## src/rtl/calc_entrada_numero.sv

```systemverilog
// calc_entrada_numero: digit-entry stage of the calculator.
// Assembles up to DIGITS BCD digits from keypad events into an operand and
// emits registered single-cycle events (operand ready, operator, igual) to
// the operation FSM.
// Optional feature: define CALC_ENTRADA_BACKSPACE_EN to make key 13 delete
// the last entered digit; otherwise key 13 is ignored like key 14.
module calc_entrada_numero #(
  parameter int DIGITS = 4
) (
  input  logic                  clk,
  input  logic                  reset,
  input  logic                  key_valid,
  input  logic [3:0]            key_code,
  input  logic                  ingresar_numero_1_en,
  input  logic                  ingresar_numero_2_en,
  output logic [4*DIGITS-1:0]   operando,
  output logic                  operando_valid,
  output logic                  operando_en,
  output logic [3:0]            que_operacion,
  output logic                  igual_en,
  output logic [3:0]            n_digitos,
  output logic                  overflow
);

  localparam int         W        = 4 * DIGITS;
  localparam logic [3:0] DIGITS_C = 4'(DIGITS);

  localparam logic [1:0] VACIO    = 2'd0;
  localparam logic [1:0] CARGANDO = 2'd1;
  localparam logic [1:0] LLENO    = 2'd2;

  localparam logic [3:0] K_SUMA  = 4'd10;
  localparam logic [3:0] K_RESTA = 4'd11;
  localparam logic [3:0] K_CLEAR = 4'd12;
`ifdef CALC_ENTRADA_BACKSPACE_EN
  localparam logic [3:0] K_BACK  = 4'd13;
`endif
  localparam logic [3:0] K_IGUAL = 4'd15;

  logic [1:0]   state, state_n;
  // Set for the cycle in which a finished operand is presented; the register
  // is treated as empty from then on, so a key in the very next cycle lands
  // on a cleared operand while the presented value stays visible one cycle.
  logic         clear_pend, clear_pend_n;

  logic [W-1:0] base_op, op_n;
  logic [3:0]   base_cnt, cnt_n, cnt_inc;
  logic [1:0]   base_st;
  logic         ovf_n;
  logic [3:0]   que_n;
  logic         valid_n, oper_n, igual_n;
  logic         en_any;

  // Next-state and next-output computation for one sampled key event.
  always_comb begin
    // NOTE: every signal written here gets a default first so no latch is inferred.
    base_op      = clear_pend ? '0    : operando;
    base_cnt     = clear_pend ? 4'd0  : n_digitos;
    base_st      = clear_pend ? VACIO : state;
    cnt_inc      = base_cnt + 4'd1;
    en_any       = ingresar_numero_1_en | ingresar_numero_2_en;

    op_n         = base_op;
    cnt_n        = base_cnt;
    state_n      = base_st;
    ovf_n        = overflow;
    que_n        = que_operacion;
    valid_n      = 1'b0;
    oper_n       = 1'b0;
    igual_n      = 1'b0;
    clear_pend_n = 1'b0;

    if (key_valid && en_any) begin
      case (key_code)
        K_SUMA, K_RESTA: begin
          if (ingresar_numero_1_en) begin
            valid_n      = 1'b1;
            oper_n       = 1'b1;
            que_n        = key_code;
            clear_pend_n = 1'b1;
          end
        end
        K_IGUAL: begin
          if (ingresar_numero_2_en) begin
            valid_n      = 1'b1;
            igual_n      = 1'b1;
            que_n        = key_code;
            clear_pend_n = 1'b1;
          end
        end
        K_CLEAR: begin
          op_n    = '0;
          cnt_n   = 4'd0;
          state_n = VACIO;
          ovf_n   = 1'b0;
        end
`ifdef CALC_ENTRADA_BACKSPACE_EN
        K_BACK: begin
          if (base_st != VACIO) begin
            op_n    = base_op >> 4;
            cnt_n   = base_cnt - 4'd1;
            state_n = (base_cnt == 4'd1) ? VACIO : CARGANDO;
          end
        end
`endif
        default: begin
          // Digits 0-9; code 14 (and 13 without backspace) falls through idle.
          if (key_code <= 4'd9) begin
            case (base_st)
              VACIO: begin
                // A leading zero leaves the empty operand untouched.
                if (key_code != 4'd0) begin
                  op_n    = W'(key_code);
                  cnt_n   = 4'd1;
                  state_n = (DIGITS_C == 4'd1) ? LLENO : CARGANDO;
                end
              end
              CARGANDO: begin
                op_n    = {base_op[W-5:0], key_code};
                cnt_n   = cnt_inc;
                state_n = (cnt_inc == DIGITS_C) ? LLENO : CARGANDO;
              end
              default: ovf_n = 1'b1;
            endcase
          end
        end
      endcase
    end
  end

  // Register all state and outputs; synchronous reset dominates key events.
  always_ff @(posedge clk) begin
    // NOTE: sequential state uses non-blocking assignments only.
    if (reset) begin
      state          <= VACIO;
      clear_pend     <= 1'b0;
      operando       <= '0;
      n_digitos      <= 4'd0;
      overflow       <= 1'b0;
      que_operacion  <= 4'd0;
      operando_valid <= 1'b0;
      operando_en    <= 1'b0;
      igual_en       <= 1'b0;
    end else begin
      state          <= state_n;
      clear_pend     <= clear_pend_n;
      operando       <= op_n;
      n_digitos      <= cnt_n;
      overflow       <= ovf_n;
      que_operacion  <= que_n;
      operando_valid <= valid_n;
      operando_en    <= oper_n;
      igual_en       <= igual_n;
    end
  end

endmodule

```

## config.mk

```make
export PLATFORM = sky130hd
export DESIGN_NAME = calc_entrada_numero
export DESIGN_NICKNAME = d
export VERILOG_FILES = /design/src/rtl/calc_entrada_numero.sv
export SDC_FILE = /design/constraint.sdc
export NUM_CORES = 1
export LEC_CHECK = 0
export CORE_ASPECT_RATIO = 1.2
export CORE_MARGIN = 2
export CORE_UTILIZATION = 54
export CTS_BUF_LIST = sky130_fd_sc_hd__clkbuf_8
export CTS_CLUSTER_SIZE = 10
export DETAILED_ROUTE_END_ITERATION = 12
export GPL_TIMING_DRIVEN = 0
export PLACE_DENSITY_LB_ADDON = 0.1
export SYNTH_ARGS = -nofsm -noshare
export SYNTH_HDL_FRONTEND = slang
export SYNTH_SLANG_ARGS = --single-unit
```

## constraint.sdc

```tcl
create_clock -name clk -period 3.19 [get_ports clk]
set_input_delay 0.319 -clock clk [delete_from_list [all_inputs] [get_ports clk]]
set_output_delay 0.319 -clock clk [all_outputs]
set_load 0.1 [all_outputs]
```

==> results of run 1 <==
[routing by layer]
layer / vias to the layer above / wire [um] / global-route usage
li1: 728 / - / -
met1: 728 / 1554 / 0.3053
met2: 79 / 2038 / 0.5045
met3: 12 / 331 / 0.06796
met4: 0 / 101 / 0.1541
met5: - / 0 / 0
[state kept, by name, indices dropped and copies added (netlist names)]
signal         cells
state              2
clear_pend         1
que_operacion      4
operando          16
operando_en        1
overflow           1
igual_en           1
n_digitos          4
[placed cells by master (no fill, tap or decap), types with 6 or more instances in the layout]
master and count:
sky130_fd_sc_hd__o31ai_1 6, sky130_fd_sc_hd__a31oi_1 7, sky130_fd_sc_hd__clkbuf_8 6, sky130_fd_sc_hd__a21oi_1 6, sky130_fd_sc_hd__nor2b_1 6, sky130_fd_sc_hd__nand2_1 13
sky130_fd_sc_hd__inv_1 6, sky130_fd_sc_hd__o21ai_0 6, sky130_fd_sc_hd__clkdlybuf4s50_1 33, sky130_fd_sc_hd__nor2_1 13, sky130_fd_sc_hd__nand3_1 17, sky130_fd_sc_hd__dfxtp_1 30
[metrics by stage]
| stage | worst slack [ns] | hold slack, ns | instance area, sq um |
|---|---|---|---|
| 5_1_grt | 0.6535 | 0.3584 | 1957 |
| 4_1_cts | 0.8482 | 0.3349 | 1957 |
| 3_3_place_gp | 0.9206 | 0.4552 | 1866 |
| 2_1_floorplan | 0.6393 | 0.4662 | 1494 |
| 6_report | 0.8301 | 0.3363 | 1957 |
| 3_5_place_dp | 0.8324 | 0.4637 | 1866 |
[cells by family (layout without fill, tap and decap cells)]
logic type,after synthesis,in the layout,synth area share
AO/OA/AOI/OAI,52,52,0.2588
adder cells (fa/ha/maj),1,1,0.008374
buffers and inverters,16,57,0.05444
AND/OR/NAND/NOR,70,70,0.2571
multiplexers,2,2,0.01340
flip-flops,30,30,0.4020
XOR/XNOR,1,1,0.005864
[worst max-delay path, cell delays in order, from the launching register on]
cell and delay (ns):
sky130_fd_sc_hd__dfxtp_1 0.34, sky130_fd_sc_hd__clkbuf_1 0.26, sky130_fd_sc_hd__nor2b_1 0.28, sky130_fd_sc_hd__ha_1 0.23, sky130_fd_sc_hd__or3b_2 0.48, sky130_fd_sc_hd__o41ai_1 0.40
sky130_fd_sc_hd__nor2_1 0.08, sky130_fd_sc_hd__o22a_1 0.20
[final cells by class]
cell class              count  area share
multi-input cells         126      0.4150
flip-flops and latches     30      0.3069
repair buffers             33      0.1688
clock buffers               6     0.04220
plain buffers              10     0.03005
well taps                  33     0.02110
inverters                   6     0.01151
clock inverters             2    0.004476
[power breakdown]
part,internal [uW],switching [uW]
clock,170,138
sequential,381,4.69
combinational,38.3,97.9
[worst max path at each step]
| stage | start | to | slack, ns |
|---|---|---|---|
| 6_report | clear_pend$_SDFF_PP0_ | state[0]$_SDFF_PP0_ | 0.83 |
| 5_1_grt | clear_pend$_SDFF_PP0_ | state[0]$_SDFF_PP0_ | 0.65 |
| 4_1_cts | clear_pend$_SDFF_PP0_ | state[0]$_SDFF_PP0_ | 0.85 |
| 3_5_place_dp | clear_pend$_SDFF_PP0_ | state[0]$_SDFF_PP0_ | 0.83 |
| 3_3_place_gp | clear_pend$_SDFF_PP0_ | state[0]$_SDFF_PP0_ | 0.92 |
| 2_1_floorplan | n_digitos[0]$_SDFF_PP0_ | state[0]$_SDFF_PP0_ | 0.64 |
==> metrics.json, run 1 <==
{
  "post_cts.repair.setup_buffers": {"value": 0},
  "reg2regPathDepth": {"value": 7},
  "clk_pin_slew_worst_paths": {"value": 0.06, "unit": "ns"},
  "min_path_type": {"value": "input port to flop"},
  "netlist_area": {"value": 0.001494, "unit": "sq mm"},
  "grt_overflow": {"value": 0},
  "final-setup-viol-count": {"value": 0},
  "io_pins": {"value": 37},
  "arrival": {"value": 2.54, "unit": "ns"},
  "worstPathRequired": {"value": 3.37, "unit": "ns"},
  "dieArea": {"value": 0.003205, "unit": "sq mm"},
  "syn2layout_area_growth": {"value": 30.99, "unit": "%"},
  "clock_tree.buffer_depth": {"value": 2},
  "coreArea": {"value": 0.002577, "unit": "sq mm"},
  "finalPower": {"value": 829.6, "unit": "uW"},
  "yosys-top-cells-area": {"value": "sky130_fd_sc_hd__dfxtp_1 (40%), sky130_fd_sc_hd__nand3_1 (5.7%), sky130_fd_sc_hd__a32o_1 (3.4%), sky130_fd_sc_hd__nand2_1 (3.3%), sky130_fd_sc_hd__nor2_1 (3.3%)"},
  "synth_top_cell_by_area": {"value": "sky130_fd_sc_hd__dfxtp_1"},
  "hold_buffers": {"value": 0},
  "grt_pass1_vias": {"value": 1445},
  "detailed_placement_wirelength_estimate": {"value": 2.863, "unit": "mm"},
  "synth-warning-count": {"value": 0},
  "synth.lib_cells_used.distinct": {"value": 43},
  "vias": {"value": 1547},
  "worst_pin_slew": {"value": 0.9868, "unit": "ns"},
  "global_route_wire_length_before_repair": {"value": 6.555, "unit": "mm"},
  "clock_insertion_delay_worst_skew": {"value": 0.28, "unit": "ns"},
  "setup.worst_path.class": {"value": "flop to flop"},
  "grt_antenna_before_repair": {"value": 0},
  "totalNegativeSetupSlack": {"value": 0, "unit": "ns"},
  "wl": {"value": 4.026, "unit": "mm"},
  "final_antenna_net_count": {"value": 0},
  "p_leak": {"value": 0.0006452, "unit": "uW"},
  "multi_input_comb_area": {"value": 812.0, "unit": "sq um"},
  "post_route_cells_drive_above_1_share": {"value": 0.09859},
  "post_cts_resized": {"value": 0},
  "reg2reg_setup_slack": {"value": 0.83, "unit": "ns"},
  "number_of_input_and_output_port_buffers_inserted": {"value": 33},
  "worst_clock_skew": {"value": 0.004037, "unit": "ns"},
  "synth-seq-area-share": {"value": 0.4020},
  "timing.final.hold_violations": {"value": 0},
  "die_w": {"value": 52.02, "unit": "um"},
  "clock_sinks": {"value": 30},
  "synth_top_area_share": {"value": 0.4020},
  "synth_edf_count": {"value": 0},
  "inst_count_dp": {"value": 238},
  "drt_drc_violations_left": {"value": 0},
  "power_density": {"value": 423.9, "unit": "mW/mm^2"},
  "worst_r2r_startpoint": {"value": "clear_pend$_SDFF_PP0_"},
  "slew-limit-headroom": {"value": 0.3401},
  "finalCritPeriodShare": {"value": 0.7398},
  "track_usage": {"value": 0.2817},
  "timing.final.max_slew_violations": {"value": 0},
  "max-cap-violations": {"value": 0},
  "maxClockFrequency": {"value": 423.7, "unit": "MHz"},
  "synth.top_cells.by_count": {"value": "sky130_fd_sc_hd__dfxtp_1 (30), sky130_fd_sc_hd__nand3_1 (17), sky130_fd_sc_hd__nand2_1 (13), sky130_fd_sc_hd__nor2_1 (13), sky130_fd_sc_hd__a31oi_1 (7)"},
  "finalNetCount": {"value": 222},
  "critPathCaptureType": {"value": "flop"},
  "number_of_core_rows": {"value": 20},
  "sequential_cell_area": {"value": 600.6, "unit": "sq um"},
  "finish.utilization": {"value": 0.7592},
  "ctsRootBufferMaster": {"value": "sky130_fd_sc_hd__clkbuf_8"},
  "tritoncts_buffer_count": {"value": 5},
  "timing.rr.end": {"value": "state[0]$_SDFF_PP0_"},
  "worstHoldEndpoint": {"value": "operando[1]$_SDFF_PP0_"},
  "wl_per_cell": {"value": 16.37, "unit": "um"},
  "filler_cell_count": {"value": 187},
  "gp_congestion": {"value": 0.8975},
  "synthMostInstantiatedCell": {"value": "sky130_fd_sc_hd__dfxtp_1"},
  "status": {"value": "finished clean"},
  "synthFlopType": {"value": "sky130_fd_sc_hd__dfxtp_1"},
  "detailed_route_iter0_violations": {"value": 84},
  "initial_utilization": {"value": 0.5796},
  "htreeDepth": {"value": 2},
  "worst_setup_path_start_kind": {"value": "flop"},
  "floorplan.die.height": {"value": 61.62, "unit": "um"},
  "antenna-diode-count": {"value": 0},
  "synth_area_per_cell": {"value": 8.686, "unit": "sq um"},
  "critPathMaxFanout": {"value": 10},
  "drt_first_pass_iters": {"value": 4},
  "ys_ff_latch": {"value": 30},
  "holdCritStartpoint": {"value": "key_code[1]"},
  "async_flop_share": {"value": 0},
  "syn-num-nets": {"value": 182},
  "non_filler_instances": {"value": 246},
  "netlist_instances": {"value": 172},
  "hold-path-cell-count": {"value": 3},
  "period_needed": {"value": 2.360, "unit": "ns"},
  "cts_tree": {"value": "done"},
  "rsz0062_at_grt": {"value": "false"},
  "grt_start_max_net_pins": {"value": 11},
  "drt-vias-per-instance": {"value": 6.289},
  "vdd_drop_max": {"value": 0.3974, "unit": "mV"}
}
Power figures use the tool's default switching activity.
==> inputs of run 2 (changes only) <==
--- a/config.mk
+++ b/config.mk
@@ -7,7 +7,7 @@
 export LEC_CHECK = 0
 export CORE_ASPECT_RATIO = 1.2
 export CORE_MARGIN = 2
-export CORE_UTILIZATION = 54
+export CORE_UTILIZATION = 46
 export CTS_BUF_LIST = sky130_fd_sc_hd__clkbuf_8
 export CTS_CLUSTER_SIZE = 10
 export DETAILED_ROUTE_END_ITERATION = 12
==> constraint.sdc (replaced) <==
create_clock -name clk -period 1.9 [get_ports clk]
set_input_delay 0.19 -clock clk [delete_from_list [all_inputs] [get_ports clk]]
set_output_delay 0.19 -clock clk [all_outputs]
set_load 0.1 [all_outputs]
==> run 2 against run 1 <==
Compared with the run above:
- first-iteration DRC count fell by 42%
- non-clock buffer count rose by 4
- wire length rose by 1.3%
- clock skew rose by 0.0012 ns
- total power rose by 71%
- sequential cell count did not move
- setup slack got worse by 0.72 ns
- hold slack got worse by 0.15 ns
- clock-buffer cell count did not move
- sequential power rose by 67%
- die area rose by 16%
- critical path type unchanged
- critical endpoint unchanged
- largest cell class unchanged
==> metrics.json, run 2 (synthesis results as in run 1) <==
{
  "vias": {"value": 1528},
  "grt_start_max_net_pins": {"value": 11},
  "antenna-diode-count": {"value": 0},
  "finalCritPeriodShare": {"value": 0.9430},
  "global_route_wire_length_before_repair": {"value": 6.824, "unit": "mm"},
  "tritoncts_buffer_count": {"value": 5},
  "detailed_placement_wirelength_estimate": {"value": 2.912, "unit": "mm"},
  "filler_cell_count": {"value": 288},
  "drt-vias-per-instance": {"value": 6.040},
  "non_filler_instances": {"value": 253},
  "drt_first_pass_iters": {"value": 4},
  "critPathMaxFanout": {"value": 10},
  "cp_slowest_stage_delay": {"value": 0.40, "unit": "ns"},
  "final-setup-viol-count": {"value": 0},
  "wirelength_met1": {"value": 1.646, "unit": "mm"},
  "crit_buf_inv": {"value": 1},
  "met3_wirelength": {"value": 295, "unit": "um"},
  "syn2layout_area_growth": {"value": 37.94, "unit": "%"},
  "timing.final.hold_violations": {"value": 0},
  "inst_count_dp": {"value": 241},
  "status": {"value": "finished clean"},
  "critical-path-top-delay-family": {"value": "simple AND/OR/NAND/NOR gates"},
  "p_leak": {"value": 0.0008210, "unit": "uW"},
  "slew-limit-headroom": {"value": 0.3607},
  "crit_chain": {"value": "buf_8 > nor2b_4 > ha_4 > or3b_4 > o41ai_4 > nor2_1 > o22a_1"},
  "initial_utilization": {"value": 0.4846},
  "maxClockFrequency": {"value": 558.1, "unit": "MHz"},
  "multi_input_comb_area": {"value": 894.6, "unit": "sq um"},
  "period_needed": {"value": 1.792, "unit": "ns"},
  "final_antenna_net_count": {"value": 0},
  "reg_top3": {"value": "operando: 16 flops, n_digitos: 4 flops, que_operacion: 4 flops"},
  "number_of_input_and_output_port_buffers_inserted": {"value": 33},
  "slowest_stage": {"value": "sky130_fd_sc_hd__or3b_4"},
  "final_common_cell": {"value": "sky130_fd_sc_hd__dlygate4sd2_1"},
  "clock_sinks": {"value": 30},
  "critPathCaptureType": {"value": "flop"},
  "clock_tree.buffer_depth": {"value": 2},
  "final_cell_area": {"value": 0.002061, "unit": "sq mm"},
  "finish.utilization": {"value": 0.6684},
  "worst_clock_skew": {"value": 0.005270, "unit": "ns"},
  "clk_pin_slew_worst_paths": {"value": 0.06, "unit": "ns"},
  "grt_pass1_vias": {"value": 1529},
  "setup.worst_path.class": {"value": "flop to flop"},
  "worstPathRequired": {"value": 2.08, "unit": "ns"},
  "totalNegativeSetupSlack": {"value": 0, "unit": "ns"},
  "wl_per_cell": {"value": 16.13, "unit": "um"},
  "post_route_cells_drive_above_1_share": {"value": 0.1705},
  "grt_antenna_before_repair": {"value": 0},
  "worst_setup_path_start_kind": {"value": "flop"},
  "ctsRootBufferMaster": {"value": "sky130_fd_sc_hd__clkbuf_8"},
  "drt_drc_violations_left": {"value": 0},
  "htreeDepth": {"value": 2},
  "power_density": {"value": 686.6, "unit": "mW/mm^2"},
  "coreArea": {"value": 0.003083, "unit": "sq mm"},
  "worst_pin_slew": {"value": 0.9628, "unit": "ns"},
  "grt_overflow": {"value": 0},
  "routed-wl-met2": {"value": 2.059, "unit": "mm"},
  "clock_insertion_delay_worst_skew": {"value": 0.29, "unit": "ns"},
  "arrival": {"value": 1.97, "unit": "ns"},
  "finalNetCount": {"value": 226},
  "detailed_route_iter0_violations": {"value": 49},
  "cts_tree": {"value": "done"},
  "timing.final.max_slew_violations": {"value": 0},
  "dieArea": {"value": 0.003722, "unit": "sq mm"},
  "highest-signal-layer": {"value": "met4"},
  "floorplan.die.height": {"value": 66.43, "unit": "um"},
  "gp_congestion": {"value": 0.8548},
  "track_usage": {"value": 0.2384},
  "vdd_drop_max": {"value": 0.7010, "unit": "mV"},
  "die_w": {"value": 56.03, "unit": "um"},
  "dpl_cell_area": {"value": 0.001928, "unit": "sq mm"},
  "io_pins": {"value": 37},
  "min_path_type": {"value": "input port to flop"},
  "rsz0062_at_grt": {"value": "false"},
  "worst_hold_slack": {"value": 0.1867, "unit": "ns"},
  "number_of_core_rows": {"value": 22},
  "top_register": {"value": "operando"},
  "largest_register_ff_count": {"value": 16},
  "max-cap-violations": {"value": 0},
  "mostFrequentLayoutCells": {"value": "sky130_fd_sc_hd__dlygate4sd2_1 (28), sky130_fd_sc_hd__dfxtp_1 (27), sky130_fd_sc_hd__nand3_1 (17)"},
  "sequential_cell_area": {"value": 611.8, "unit": "sq um"},
  "wl": {"value": 4.080, "unit": "mm"}
}
==> run 2: final cells by class <==
| class | instances | share of cell area |
|---|---|---|
| Multi-Input combinational cell | 126 | 0.4341 |
| Sequential cell | 30 | 0.2969 |
| Timing Repair Buffer | 37 | 0.1579 |
| Clock buffer | 6 | 0.04007 |
| Buffer | 10 | 0.03400 |
| Tap cell | 36 | 0.02186 |
| Inverter | 6 | 0.01093 |
| Clock inverter | 2 | 0.004250 |
==> run 2: routing by layer <==
layer / vias to the layer above / track usage
met2: 59 / 0.4088
met4: 0 / 0.1518
met5: - / 0
li1: 743 / -
met1: 717 / 0.2563
met3: 9 / 0.06849
==> run 2: timing repair <==
action	4_1_cts	5_1_grt
setup endpoints to repair	29	13
buffers inserted	2	2
resized for setup	29	7
hold buffers	0	0
pin swaps	1	1
endpoints found under the hold margin	0	0
==> run 2: where the power goes <==
part / leakage [uW] / internal [uW] / switching, uW
logic: 0.000524 / 68.3 / 173
registers: 0.000245 / 636 / 7.24
clock network: 0.0000524 / 286 / 244
total: 0.000821 / 991 / 424
==> run 2: worst paths after layout <==
| path | slack (ns) | cells past startpoint | end | startpoint |
|---|---|---|---|---|
| setup / recovery | 0.11 | 7 | state[0]$_SDFF_PP0_ | clear_pend$_SDFF_PP0_ |
| hold / removal | 0.19 | 3 | operando[1]$_SDFF_PP0_ | key_code[1] |
| setup reg to reg | 0.11 | 7 | state[0]$_SDFF_PP0_ | clear_pend$_SDFF_PP0_ |
| hold reg to reg | 0.47 | 2 | que_operacion[3]$_SDFFE_PP0P_ | que_operacion[3]$_SDFFE_PP0P_ |
==> run 2: stage by stage <==
stage          setup slack, ns  total power [uW]
2_1_floorplan         -0.05320             827.1
3_3_place_gp           -0.1637             884.6
3_5_place_dp           -0.2308             888.7
4_1_cts               0.001047              1411
5_1_grt               0.001432              1468
6_report                0.1084              1415
==> run 2: worst register-to-register path: stages, from the launching register on <==
cell and delay [ns]:
sky130_fd_sc_hd__dfxtp_4 0.35, sky130_fd_sc_hd__buf_8 0.15, sky130_fd_sc_hd__nor2b_4 0.14, sky130_fd_sc_hd__ha_4 0.15, sky130_fd_sc_hd__or3b_4 0.40, sky130_fd_sc_hd__o41ai_4 0.23, sky130_fd_sc_hd__nor2_1 0.07, sky130_fd_sc_hd__o22a_1 0.21
==> inputs of run 3 (changes only) <==
--- a/config.mk
+++ b/config.mk
@@ -5,14 +5,16 @@
 export SDC_FILE = /design/constraint.sdc
 export NUM_CORES = 1
 export LEC_CHECK = 0
+export ABC_AREA = 1
 export CORE_ASPECT_RATIO = 1.2
 export CORE_MARGIN = 2
-export CORE_UTILIZATION = 46
-export CTS_BUF_LIST = sky130_fd_sc_hd__clkbuf_8
+export CORE_UTILIZATION = 47
+export CTS_BUF_LIST = sky130_fd_sc_hd__clkbuf_4
 export CTS_CLUSTER_SIZE = 10
 export DETAILED_ROUTE_END_ITERATION = 12
 export GPL_TIMING_DRIVEN = 0
 export PLACE_DENSITY_LB_ADDON = 0.1
+export REMOVE_ABC_BUFFERS = 1
 export SYNTH_ARGS = -nofsm -noshare
 export SYNTH_HDL_FRONTEND = slang
 export SYNTH_SLANG_ARGS = --single-unit
==> run 3 against run 2 <==
Compared with the run above:
- largest power group unchanged
- highest routed layer unchanged
- sequential cell count stayed put
- global-route usage is 2.1 points lower
- first-iteration DRC count is 61% higher
==> metrics.json, run 3 <==
{
  "status": {"value": "finished clean"},
  "worst_pin_slew": {"value": 0.9621, "unit": "ns"},
  "p_leak": {"value": 0.001082, "unit": "uW"},
  "ys_ff_latch": {"value": 30},
  "worst_clock_skew": {"value": 0.008512, "unit": "ns"},
  "final_common_cell": {"value": "sky130_fd_sc_hd__nand2_1"},
  "detailed_placement_wirelength_estimate": {"value": 2.845, "unit": "mm"},
  "clk_pin_slew_worst_paths": {"value": 0.09, "unit": "ns"},
  "crit_cells": {"value": 1},
  "drt_first_pass_iters": {"value": 4},
  "wl_per_cell": {"value": 11.17, "unit": "um"},
  "slowest_stage": {"value": "sky130_fd_sc_hd__dlygate4sd2_1"},
  "worst_setup_path_start_kind": {"value": "flop"},
  "period_needed": {"value": 1.767, "unit": "ns"},
  "vdd_drop_max": {"value": 0.5462, "unit": "mV"},
  "final-setup-viol-count": {"value": 0},
  "synth.lib_cells_used.distinct": {"value": 18},
  "initial_utilization": {"value": 0.4948},
  "tritoncts_buffer_count": {"value": 5},
  "clock_tree.buffer_depth": {"value": 2},
  "post_route_cells_drive_above_1_share": {"value": 0.06032},
  "io_pins": {"value": 37},
  "drt_drc_violations_left": {"value": 0},
  "timing.final.hold_violations": {"value": 0},
  "final_cell_area": {"value": 0.002043, "unit": "sq mm"},
  "ctsRootBufferMaster": {"value": "sky130_fd_sc_hd__clkbuf_4"},
  "min_path_type": {"value": "flop to flop"},
  "dpl_cell_area": {"value": 0.002021, "unit": "sq mm"},
  "fin_ws": {"value": 0.1327, "unit": "ns"},
  "mostFrequentLayoutCells": {"value": "sky130_fd_sc_hd__nand2_1 (86), sky130_fd_sc_hd__nor2_1 (52), sky130_fd_sc_hd__inv_1 (44)"},
  "grt_start_max_net_pins": {"value": 21},
  "track_usage": {"value": 0.2175},
  "critical-path-top-delay-family": {"value": "buffers and inverters"},
  "rsz0062_at_grt": {"value": "false"},
  "crit_buf_inv": {"value": 1},
  "clock_insertion_delay_worst_skew": {"value": 0.34, "unit": "ns"},
  "worst_hold_slack": {"value": 0.4564, "unit": "ns"},
  "detailed_route_iter0_violations": {"value": 79},
  "synthFlopType": {"value": "sky130_fd_sc_hd__dfxtp_1"},
  "max-cap-violations": {"value": 0},
  "synth_edf_count": {"value": 0},
  "htreeDepth": {"value": 2},
  "critPathCaptureType": {"value": "output pin"},
  "non_filler_instances": {"value": 352},
  "floorplan.die.height": {"value": 68.94, "unit": "um"},
  "filler_cell_count": {"value": 340},
  "drt-vias-per-instance": {"value": 4.960},
  "setup.worst_path.class": {"value": "flop to output pin"},
  "yosys-top-cells-area": {"value": "sky130_fd_sc_hd__dfxtp_1 (36%), sky130_fd_sc_hd__nand2_1 (20%), sky130_fd_sc_hd__nor2_1 (12%), sky130_fd_sc_hd__inv_1 (10%), sky130_fd_sc_hd__a21oi_1 (6.4%)"},
  "reg_top3": {"value": "operando: 16 flops, n_digitos: 4 flops, que_operacion: 4 flops"},
  "vias": {"value": 1746},
  "hold_buffers": {"value": 0},
  "synth.top_cells.by_count": {"value": "sky130_fd_sc_hd__nand2_1 (86), sky130_fd_sc_hd__nor2_1 (52), sky130_fd_sc_hd__inv_1 (44)"},
  "hold-path-cell-count": {"value": 2},
  "synth-seq-area-share": {"value": 0.3636},
  "antenna-diode-count": {"value": 0},
  "coreArea": {"value": 0.003338, "unit": "sq mm"},
  "netlist_instances": {"value": 277},
  "cp_slowest_stage_delay": {"value": 0.87, "unit": "ns"},
  "synthMostInstantiatedCell": {"value": "sky130_fd_sc_hd__nand2_1"},
  "clock_sinks": {"value": 30},
  "synth_top_cell_by_area": {"value": "sky130_fd_sc_hd__dfxtp_1"},
  "synth-warning-count": {"value": 0},
  "reg2regPathDepth": {"value": 10},
  "power_density": {"value": 604.8, "unit": "mW/mm^2"},
  "synth_top_area_share": {"value": 0.3636},
  "gp_congestion": {"value": 0.8867},
  "finalNetCount": {"value": 324},
  "timing.final.max_slew_violations": {"value": 0},
  "top_register": {"value": "operando"},
  "grt_overflow": {"value": 0},
  "cts_tree": {"value": "done"},
  "reg2reg_setup_slack": {"value": 0.22, "unit": "ns"},
  "grt_antenna_before_repair": {"value": 0},
  "maxClockFrequency": {"value": 565.8, "unit": "MHz"},
  "async_flop_share": {"value": 0},
  "largest_register_ff_count": {"value": 16},
  "final_antenna_net_count": {"value": 0},
  "wl": {"value": 3.931, "unit": "mm"},
  "crit_chain": {"value": "dlygate4sd2_1"},
  "slew-limit-headroom": {"value": 0.3611},
  "number_of_input_and_output_port_buffers_inserted": {"value": 36},
  "arrival": {"value": 1.58, "unit": "ns"},
  "placement.setup.worst_slack": {"value": -0.4104, "unit": "ns"},
  "syn2layout_area_growth": {"value": 23.71, "unit": "%"},
  "totalNegativeSetupSlack": {"value": 0, "unit": "ns"},
  "number_of_core_rows": {"value": 23},
  "inst_count_dp": {"value": 344},
  "critPathMaxFanout": {"value": 3},
  "grt_pass1_vias": {"value": 1574},
  "global_route_wire_length_before_repair": {"value": 6.706, "unit": "mm"},
  "dieArea": {"value": 0.004006, "unit": "sq mm"},
  "worstPathRequired": {"value": 1.71, "unit": "ns"},
  "finalCritPeriodShare": {"value": 0.9302},
  "netlist_area": {"value": 0.001652, "unit": "sq mm"},
  "die_w": {"value": 58.12, "unit": "um"},
  "synth_area_per_cell": {"value": 5.962, "unit": "sq um"}
}
[run 3: changes by cell type after synthesis, moves of 4 or more]
cell                       delta
sky130_fd_sc_hd__nor2b_1      -6
sky130_fd_sc_hd__o31ai_1      -6
sky130_fd_sc_hd__a211oi_1     -4
sky130_fd_sc_hd__nand2_1     +73
sky130_fd_sc_hd__inv_1       +39
sky130_fd_sc_hd__a21oi_1     +15
sky130_fd_sc_hd__a32o_1       -5
sky130_fd_sc_hd__a31oi_1      -7
sky130_fd_sc_hd__nor2_1      +39
sky130_fd_sc_hd__o32ai_1      -4
[run 3: cells by family (layout without fill, tap and decap cells)]
group / Yosys count / after routing / share of synthesized area
buffers and inverters: 53 / 91 / 0.1295
AO/OA/AOI/OAI: 30 / 30 / 0.09242
flip-flops: 30 / 30 / 0.3636
AND/OR/NAND/NOR: 163 / 163 / 0.4068
adder cells (fa/ha/maj): 1 / 1 / 0.007575
[run 3: path summary, 6_finish.rpt]
check / startpoint / endpoint
max: operando[6]$_SDFF_PP0_ / operando[6]
min: que_operacion[1]$_SDFFE_PP0P_ / que_operacion[1]$_SDFFE_PP0P_
max reg2reg: clear_pend$_SDFF_PP0_ / n_digitos[2]$_SDFF_PP0_
min reg2reg: que_operacion[1]$_SDFFE_PP0P_ / que_operacion[1]$_SDFFE_PP0P_
[run 3: what timing repair did]
item / in CTS / in global routing
setup endpoints to repair: 35 / 0
gates resized for setup: 31 / 0
buffers inserted: 0 / 0
[run 3: layout make-up]
class	count	area, sq um	share of cell area
Tap cell	37	46.29	0.02266
Multi-Input combinational cell	194	837.1	0.4097
Inverter	47	176.4	0.08634
Timing Repair Buffer	36	327.8	0.1604
Clock inverter	2	8.758	0.004287
Sequential cell	30	601.8	0.2945
Clock buffer	6	45.04	0.02205
[run 3: where the power goes]
| group | leakage (uW) | internal, uW | switching [uW] |
|---|---|---|---|
| clock network | 0.0000331 | 153 | 222 |
| registers | 0.000243 | 638 | 6.22 |
| logic | 0.000806 | 53.6 | 163 |
| total | 0.00108 | 845 | 391 |
[run 3: metal layers]
metal	GRT usage	vias to the layer above	wire length, um
li1	-	912	-
met1	0.2548	784	1803
met2	0.3892	45	1898
met3	0.05037	5	187
met4	0.07558	0	41
met5	0	-	0
[run 3: stage by stage]
stage | util | power, uW
2_1_floorplan | - | 810.6
3_3_place_gp | 0.6053 | 878.9
3_5_place_dp | 0.6053 | 879.3
4_1_cts | 0.6121 | 1253
5_1_grt | 0.6121 | 1295
6_report | 0.6121 | 1236
